**src/rtl/serial_subtractor.sv**
```systemverilog
// Bit-serial subtractor: diff = a - b, LSB first, one full-subtractor step per clock.
// A start/done handshake frames each operation; results hold until the next completion.

module full_sub_cell (
  input  logic x,
  input  logic y,
  input  logic bin,
  output logic d,
  output logic bout
);

  assign d    = x ^ y ^ bin;
  assign bout = (~x & y) | (~(x ^ y) & bin);

endmodule

module serial_subtractor #(
  parameter int WIDTH = 8
) (
  input  logic             clk,
  input  logic             rst,
  input  logic             start,
  input  logic [WIDTH-1:0] a,
  input  logic [WIDTH-1:0] b,
  output logic             busy,
  output logic             done,
  output logic [WIDTH-1:0] diff,
  output logic             borrow_out,
  output logic             overflow
);

  localparam int CW = $clog2(WIDTH) + 1;
  localparam logic [CW-1:0] LAST_BIT = CW'(WIDTH - 1);

  typedef enum logic {
    IDLE  = 1'b0,
    SHIFT = 1'b1
  } state_e;

  state_e state_q, state_d;

  logic [WIDTH-1:0] a_sh_q, a_sh_d;
  logic [WIDTH-1:0] b_sh_q, b_sh_d;
  logic [WIDTH-1:0] res_sh_q, res_sh_d;
  logic             borrow_q, borrow_d;
  logic [CW-1:0]    count_q, count_d;
  logic             busy_q, busy_d;
  logic             done_q, done_d;
  logic [WIDTH-1:0] diff_q, diff_d;
  logic             borrow_out_q, borrow_out_d;
  logic             overflow_q, overflow_d;

  logic cell_d;
  logic cell_bout;
  logic last_bit;

  full_sub_cell u_cell (
    .x    (a_sh_q[0]),
    .y    (b_sh_q[0]),
    .bin  (borrow_q),
    .d    (cell_d),
    .bout (cell_bout)
  );

  assign last_bit = (state_q == SHIFT) && (count_q == LAST_BIT);

  always_ff @(posedge clk) begin
    if (rst) begin
      state_q <= IDLE;
    end else begin
      state_q <= state_d;
    end
  end

  always_comb begin
    state_d = state_q;
    case (state_q)
      IDLE:    if (start) state_d = SHIFT;
      SHIFT:   if (last_bit) state_d = IDLE;
      default: state_d = IDLE;
    endcase
  end

  always_comb begin
    a_sh_d       = a_sh_q;
    b_sh_d       = b_sh_q;
    res_sh_d     = res_sh_q;
    borrow_d     = borrow_q;
    count_d      = count_q;
    busy_d       = busy_q;
    done_d       = 1'b0;
    diff_d       = diff_q;
    borrow_out_d = borrow_out_q;
    overflow_d   = overflow_q;

    case (state_q)
      IDLE: begin
        if (start) begin
          a_sh_d   = a;
          b_sh_d   = b;
          res_sh_d = '0;
          borrow_d = 1'b0;
          count_d  = '0;
          busy_d   = 1'b1;
        end
      end
      SHIFT: begin
        a_sh_d   = a_sh_q >> 1;
        b_sh_d   = b_sh_q >> 1;
        res_sh_d = {cell_d, res_sh_q[WIDTH-1:1]};
        borrow_d = cell_bout;
        count_d  = count_q + CW'(1);
        // On the last bit the shifters' LSBs are the captured operand MSBs.
        if (last_bit) begin
          diff_d       = {cell_d, res_sh_q[WIDTH-1:1]};
          borrow_out_d = cell_bout;
          overflow_d   = (a_sh_q[0] != b_sh_q[0]) && (cell_d != a_sh_q[0]);
          done_d       = 1'b1;
          busy_d       = 1'b0;
        end
      end
      default: begin
        busy_d = 1'b0;
      end
    endcase
  end

  always_ff @(posedge clk) begin
    if (rst) begin
      a_sh_q       <= '0;
      b_sh_q       <= '0;
      res_sh_q     <= '0;
      borrow_q     <= 1'b0;
      count_q      <= '0;
      busy_q       <= 1'b0;
      done_q       <= 1'b0;
      diff_q       <= '0;
      borrow_out_q <= 1'b0;
      overflow_q   <= 1'b0;
    end else begin
      a_sh_q       <= a_sh_d;
      b_sh_q       <= b_sh_d;
      res_sh_q     <= res_sh_d;
      borrow_q     <= borrow_d;
      count_q      <= count_d;
      busy_q       <= busy_d;
      done_q       <= done_d;
      diff_q       <= diff_d;
      borrow_out_q <= borrow_out_d;
      overflow_q   <= overflow_d;
    end
  end

  assign busy       = busy_q;
  assign done       = done_q;
  assign diff       = diff_q;
  assign borrow_out = borrow_out_q;
  assign overflow   = overflow_q;

endmodule

```
**config.mk**
```make
export PLATFORM = sky130hd
export DESIGN_NAME = serial_subtractor
export DESIGN_NICKNAME = d
export VERILOG_FILES = /design/src/rtl/serial_subtractor.sv
export SDC_FILE = /design/constraint.sdc
export NUM_CORES = 1
export LEC_CHECK = 0
export ABC_AREA = 1
export CAP_MARGIN = 20
export CORE_MARGIN = 4
export CORE_UTILIZATION = 45
export CTS_CLUSTER_DIAMETER = 80
export DETAILED_ROUTE_END_ITERATION = 8
export MAX_ROUTING_LAYER = met4
export PLACE_DENSITY = 0.73
export SLEW_MARGIN = 5
export SYNTH_ARGS = -nofsm -noshare
export SYNTH_HDL_FRONTEND = slang
export SYNTH_SLANG_ARGS = --single-unit
```
**constraint.sdc**
```tcl
create_clock -name clk -period 3.9 [get_ports clk]
set_input_delay 0.78 -clock clk [delete_from_list [all_inputs] [get_ports clk]]
set_output_delay 0.78 -clock clk [all_outputs]
set_load 0.02 [all_outputs]
```
## Word level (Yosys, flattened, before mapping)

Cells that the tools add are included.

| word-level totals | value |
|---|---|
| output and inout port bits | 12 |
| word-level logic and storage cells | 47 |
| input port bits | 19 |
| register bits after elaboration | 42 |

| cells by class | value |
|---|---|
| bitwise gates (word level) | 8 |
| multiplexer cells | 17 |
| equal/unequal tests | 5 |
| $add $sub $neg | 1 |
| reductions and logical operators | 5 |

Operators with widths:

| operator | number |
|---|---|
| 8-bit one-hot mux with 2 select lines | 3 |
| 8-bit two-way mux | 3 |
| 4-bit one-hot mux with 2 select lines | 1 |
| 1-bit two-way mux | 6 |
| 1-bit one-hot mux with 2 select lines | 3 |
| 4-bit by 1-bit adder with 4-bit output, second input constant | 1 |
| 4-bit by 3-bit == test with 1-bit output, second input constant | 1 |
| 4-bit two-way mux | 1 |
| 2-bit AND reduction | 2 |
| 1-bit inverter | 3 |
| 1-bit AND | 2 |
| 1-bit logical AND | 2 |
| 1-bit != test | 2 |
| 2-bit by 1-bit != test with 1-bit output, second input constant | 1 |
| 2-bit != test, second input constant | 1 |
| 2-bit OR reduction | 1 |
| 1-bit bitwise XOR | 2 |
| 1-bit bitwise OR | 1 |

## Longest topological paths before layout

Gate-level depths: netlist of run 1.

| depth | value |
|---|---|
| depth in word-level cells | 5 |
| depth in mapped cells | 7 |
| mapped depth without buffers | 7 |

## Hierarchy

Synthesis of run 1 repeated with hierarchy kept, for this count alone.

| second synthesis, totals | value |
|---|---|
| cell total of the unflattened synthesis | 241 |
| area, all modules | 1,784.2 µm² |

Modules (own cells, without submodules):

| module | instances | cells an instance | area each (µm²) | seq. area each (µm²) |
|---|---|---|---|---|
| serial_subtractor | 1 | 237 | 1,752.9 | 820.8 |
| full_sub_cell | 1 | 4 | 31.3 | 0.0 |

## Worst setup path before layout of run 1

OpenSTA, ideal clock, no wires.

| path | value |
|---|---|
| path type | input to register |
| start point | in start |
| end point | reg a_sh_q[5] |
| arrival | 1.396 ns |
| setup time | 0.056 ns |
| path buffers | 2 |
| stages | 7 |
| slack | 2.448 ns |
| data required time | 3.844 ns |
| cell sequence | buf_6 nor2_4 buf_6 nand2_1 nand3_1 nand2_1 inv_1 |

| between the ends | value |
|---|---|
| cells in the longest elaborated chain, start to end | 1 |

RTL lines:

| item | line | source |
|---|---|---|
| from (decl) | 22 | `input logic start,` |
| 2-bit != test (no line) | n/a |  |
| to (signal assigned) | 141 | `a_sh_q <= a_sh_d;` |
| to (decl) | 42 | `logic [WIDTH-1:0] a_sh_q, a_sh_d;` |

Every way passes these cells.
A chain may end at the register's enable or synchronous reset.

## Worst setup path after layout of run 1

| path | value |
|---|---|
| start point | in start |
| end point | reg b_sh_q[0] |

| between the ends | value |
|---|---|
| cells in the longest elaborated chain, start to end | 1 |

RTL lines:

| item | line | source |
|---|---|---|
| 2-bit != test (no line) | n/a |  |
| to (signal assigned) | 142 | `b_sh_q <= b_sh_d;` |
| to (decl) | 43 | `logic [WIDTH-1:0] b_sh_q, b_sh_d;` |

Every way passes these cells.

==> summary.md, run 1 <==
| Metric | Value |
|---|---|
| Synth cell count leaders | `84 x nand2_1, 47 x nand3_1, 41 x dfxtp_1, 23 x inv_1, 13 x a21oi_1` |
| Hold depth | `2` |
| Worst Hold Path EP | `diff[5]` |
| Layer with the highest usage | `met2` |
| Total power | `873 µW` |
| Largest net degree at the start of global routing | `37` |
| Design Area, Final | `2180 µm²` |
| Synth area leaders | `dfxtp_1 46%, nand2_1 18%, nand3_1 13%, inv_1 4.8%, buf_6 3.8%` |
| Top-count cell post-synth | `nand2_1` |
| Reg-to-reg slack, setup | `2.12 ns` |
| Root buffer cell | `clkbuf_8` |
| Initial antenna violation count | `0` |
| CP Capture Type | `flip-flop` |
| RSZ-0062 raised after global routing | `false` |
| DP Area | `2060 µm²` |
| DRT Wirelength | `3.36 mm` |
| Synth async-reset ratio | `0%` |
| Slew margin rel. | `57.2%` |
| Total CTS buffers | `5` |
| Ys flop type | `dfxtp_1` |
| Setup Total Neg Slack | `0 ns` |
| Max Fclk | `445 MHz` |
| Seq/Total Area, Yosys | `45.8%` |
| Vias per cell | `4.66` |
| Hold_ws | `0.468 ns` |
| Worst-path clk slew | `0.08 ns` |
| DRT iter0 DRCs | `91` |
| Final Skew | `0.00602 ns` |
| Hold Buf Count CTS | `0` |
| Worst Tran Pin Value | `0.641 ns` |
| First-pass GRT wire length | `5.75 mm` |
| Netlist cell types | `18` |
| Layout cell share with drive strength beyond 1 | `5.58%` |
| Max-cap viol count | `0` |
| Vert. Die Dim | `71.1 µm` |
| Endpoints failing setup | `0` |
| #FFs+latches synth | `41` |
| Worst Setup Start Kind | `input pin` |
| Lkg Pwr | `0.000980 µW` |
| Die W | `71.1 µm` |
| Max clock buf depth | `2` |
| Setup CP Type | `in2reg` |
| Maximum vdd ir drop | `241 µV` |
| Number of fill cells | `364` |
| Post-synthesis net count | `265` |
| GRT overflow | `0` |
| Worst flop-to-flop path startpoint | `state_q` |
| Vias in the first global route | `1301` |
| H-tree depth | `2` |
| DRC violations left | `0` |
| Final period utilization | `57.6%` |
| M2 GR Usage | `22.5%` |
| Leading area contributor after synthesis | `dfxtp_1` |
| Worst path required time | `4.14 ns` |
| HP Start | `diff[5]` |
| CP Data Arrival Time | `2.48 ns` |
| Share of Yosys cell area claimed by the top area cell type | `45.8%` |
| Final hold violations | `0` |
| Initial Util | `47.8%` |
| Buffers on Ports | `30` |
| Clk_lat worst skew | `0.29 ns` |
| Die Area | `5050 µm²` |
| Postcts setup bufs | `0` |
| Outcome | `completed` |
| Core Box Area | `3740 µm²` |
| Worst r2r path cells | `6` |
| Drt pass-1 iters | `4` |
| Total Routing Usage GR | `14.7%` |
| EDFF count, synth | `0` |
| TritonCTS clock tree | `done` |
| YS warnings | `0` |
| Worst R2R End | `b_sh_q[0]` |
| Final HPWL DP | `2.21 mm` |
| Hold Crit Class | `reg2reg` |
| Ant. Diodes | `0` |
| Wire per inst | `10.6 µm` |
| CP max FO | `28` |
| GR Layer Usage met1 | `17.8%` |
| Met3 Usage GRT | `4.40%` |
| Cts repair resizes | `0` |
| Ports | `31` |
| PD cells | `401 nW/µm²` |
| Nets@finish | `290` |
| Inst Count DP | `309` |
| Post-route non-filler standard cell count | `317` |
| Cell Rows | `22` |
| Sink Count | `41` |
| Syn Inst Count | `243` |
| Post-detailed-route count of antenna-violating nets | `0` |
| Mapped Area | `1790 µm²` |
| Mean post-synth cell area | `7.37 µm²` |
| GPL Wtd Cong | `0.773` |
| Fin. max-slew vios | `0` |
| Area delta synth->final | `21.5%` |
| Min cycle time layout | `2.25 ns` |
| Total vias in the final route | `1477` |
## worst max-delay path: stages
cell and delay (ns):
clkdlybuf4s50_1 0.74, nor2_4 0.64, nand2_1 0.12, nand3_1 0.10, nand2_1 0.05, inv_1 0.06
## how the worst max path moves through the flow
stage / slack [ns] / cells past startpoint / start / endpoint
2_1_floorplan: 2.45 / 7 / start / a_sh_q[5]
3_3_place_gp: 1.36 / 6 / start / a_sh_q[4]
3_5_place_dp: 1.36 / 6 / start / a_sh_q[6]
4_1_cts: 1.66 / 6 / start / b_sh_q[0]
5_1_grt: 1.46 / 6 / start / a_sh_q[6]
6_report: 1.65 / 6 / start / b_sh_q[0]
## power by group
group | total (µW) | switching (µW) | internal [µW] | leakage [µW]
registers | 443 | 11.3 | 432 | 0.000334
logic | 80.4 | 44.6 | 35.8 | 0.000589
clock network | 349 | 141 | 208 | 0.0000574
total | 873 | 197 | 675 | 0.000980
## through the flow
stage | setup WS, ns | util (%)
3_5_place_dp | 1.36 | 54.9
4_1_cts | 1.66 | 58.1
6_report | 1.65 | 58.1
3_3_place_gp | 1.36 | 54.9
5_1_grt | 1.46 | 58.1
2_1_floorplan | 2.45 | -
## cell usage in the layout (no fill, tap or decap), drive strengths merged, types with 2 or more instances in the layout
cell	Yosys	layout
nor2	13	13
nand3	47	47
o21ai	2	2
dfxtp	41	41
clkdlybuf4s50	0	30
a21oi	13	13
ha	2	2
inv	24	24
nand2	85	85
clkbuf	2	6
## logic make-up after synthesis
kind of cell | synth area share, %
compound gates | 4.19
fa+ha+maj | 2.52
buf+inv | 10.8
flops | 45.8
simple gates | 36.7
## sequential cells by signal, indices dropped and copies added (netlist names), 4 cells and up
register and flops:
count_q 4, b_sh_q 8, a_sh_q 8, res_sh_q 7, diff 8
## area by class of cell
class	count	area, µm²	area share, %
inverter	24	90.1	4.14
tap	48	60.1	2.76
multi-input combinational	165	777	35.7
clock inverter	2	37.5	1.73
sequential	41	821	37.7
timing repair buffer	31	308	14.1
clock buffer	6	82.6	3.80
## layer usage
metal	up-vias	part of all wire (%)	wire length [µm]
li1	818	-	-
met1	631	49	1640
met2	22	45	1500
met3	6	4.1	138
met4	0	2.2	73
met5	-	0	0
No activity file was read; power rests on OpenSTA's default activity.
==> run 2: changes to the inputs <==
==> constraint.sdc (replaced) <==
create_clock -name clk -period 2.1 [get_ports clk]
set_input_delay 0.42 -clock clk [delete_from_list [all_inputs] [get_ports clk]]
set_output_delay 0.42 -clock clk [all_outputs]
set_load 0.02 [all_outputs]
==> run 2 against run 1 <==
Clock skew up 0.00058 ns. Worst hold slack worse by 0.0036 ns. Non-clock buffer count up 6. Largest power group unchanged. Critical endpoint is now busy. Power up 72%. Global-route usage up 0.71 points.
==> summary.md, run 2 (synthesis gave the netlist of run 1 again) <==
| Metric | Value |
|---|---|
| Outcome | `completed` |
| Maximum vdd ir drop | `418 µV` |
| Vert. Die Dim | `71.1 µm` |
| Worst-path clk slew | `0.07 ns` |
| CP Capture Type | `output port` |
| Crit path max-delay family | `buffers and inverters` |
| Slew margin rel. | `70.7%` |
| CP bufs+invs | `1` |
| Setup Total Neg Slack | `0 ns` |
| Final period utilization | `78.7%` |
| CP Data Arrival Time | `1.23 ns` |
| CP max FO | `2` |
| CP peak stage delay | `0.60 ns` |
| DRT Wirelength | `3.55 mm` |
| RSZ-0062 raised after global routing | `false` |
| Slowest stage cell, crit path | `clkdlybuf4s50_1` |
| Hold Crit Class | `reg2reg` |
| Total vias in the final route | `1554` |
| Endpoints failing setup | `0` |
| Largest net degree at the start of global routing | `23` |
| H-tree depth | `2` |
| Min cycle time layout | `1.65 ns` |
| DRC violations left | `0` |
| Final hold violations | `0` |
| Cell Rows | `22` |
| Hold Buf Count CTS | `0` |
| Vias in the first global route | `1464` |
| CP Cell Sequence | `clkdlybuf4s50_1` |
| Worst path required time | `1.68 ns` |
| Max-cap viol count | `0` |
| Vias per cell | `4.83` |
| Root buffer cell | `clkbuf_8` |
| Postcts setup bufs | `0` |
| Ant. Diodes | `0` |
| Area delta synth->final | `22.9%` |
| Layout cell share with drive strength beyond 1 | `6.93%` |
| Drt pass-1 iters | `5` |
| Setup CP Type | `reg2out` |
| TritonCTS clock tree | `done` |
| Most frequent cells in the layout | `84 x nand2_1, 47 x nand3_1, 41 x dfxtp_1, 30 x clkdlybuf4s50_1, 23 x inv_1` |
| Worst Setup Start Kind | `flip-flop` |
| Inst Count DP | `315` |
| Max clock buf depth | `2` |
| Final HPWL DP | `2.49 mm` |
| GPL Wtd Cong | `0.792` |
| Die Area | `5050 µm²` |
| DRT iter0 DRCs | `90` |
| Place WS | `0.386 ns` |
| PD cells | `683 nW/µm²` |
| Buffers on Ports | `30` |
| Cts repair resizes | `0` |
| Clk_lat worst skew | `0.29 ns` |
| Fin. max-slew vios | `0` |
| DP Area | `2110 µm²` |
| Lkg Pwr | `0.00100 µW` |
| Design Area, Final | `2200 µm²` |
| Total CTS buffers | `5` |
| Post-route non-filler standard cell count | `322` |
| First-pass GRT wire length | `6.24 mm` |
| Worst Tran Pin Value | `0.440 ns` |
| Initial Util | `47.8%` |
| Wire per inst | `11.0 µm` |
| Post-detailed-route count of antenna-violating nets | `0` |
| Nets@finish | `296` |
| Max Fclk | `605 MHz` |
| Core Box Area | `3740 µm²` |
| Die W | `71.1 µm` |
| Final Skew | `0.00660 ns` |
| Initial antenna violation count | `0` |
| Total power | `1500 µW` |
| Fin worst setup slack | `0.447 ns` |
| Commonest non-fill, non-tap cell in the layout | `nand2_1` |
| Total Routing Usage GR | `15.4%` |
| Sink Count | `41` |
| GRT overflow | `0` |
| Ports | `31` |
-- run 2: changes by cell type in the layout (fill, tap and decap cells not counted), sizes merged --
cell / before / now
clkbuf: 6 / 7
bufinv: 1 / 0
clkinvlp: 1 / 0
buf: 1 / 7
-- run 2: area by class of cell --
class / instances / area (µm²)
clock buffer: 7 / 86.3
fill: 397 / 1540
inverter: 24 / 90.1
multi-input combinational: 165 / 777
sequential: 41 / 821
tap: 48 / 60.1
timing repair buffer: 37 / 365
-- run 2: path summary, 6_finish.rpt --
check | startpoint | endpoint | slack, ns | cells after the start
max | busy | busy | 0.45 | 1
min | borrow_q | borrow_q | 0.46 | 2
max reg2reg | b_sh_q[0] | overflow | 0.71 | 6
min reg2reg | borrow_q | borrow_q | 0.46 | 2
-- run 2: power breakdown --
group | internal [µW] | total, µW | switching [µW]
logic | 78.1 | 172 | 93.6
clock network | 261 | 514 | 253
registers | 802 | 817 | 14.9
-- run 2: layer usage --
metal	vias to the layer above	track usage, %	part of all wire [%]	wire length, µm
met4	0	4.59	1.1	40
met3	4	3.98	3.4	121
li1	824	-	-	-
met1	705	18.8	48	1690
met2	21	25.1	48	1690
met5	-	-	0	0
-- run 2: through the flow --
stage,hold slack [ns],utilization [%]
5_1_grt,0.495,58.8
3_5_place_dp,0.453,56.5
3_3_place_gp,0.447,56.5
6_report,0.464,58.8
4_1_cts,0.465,58.8
2_1_floorplan,0.438,-
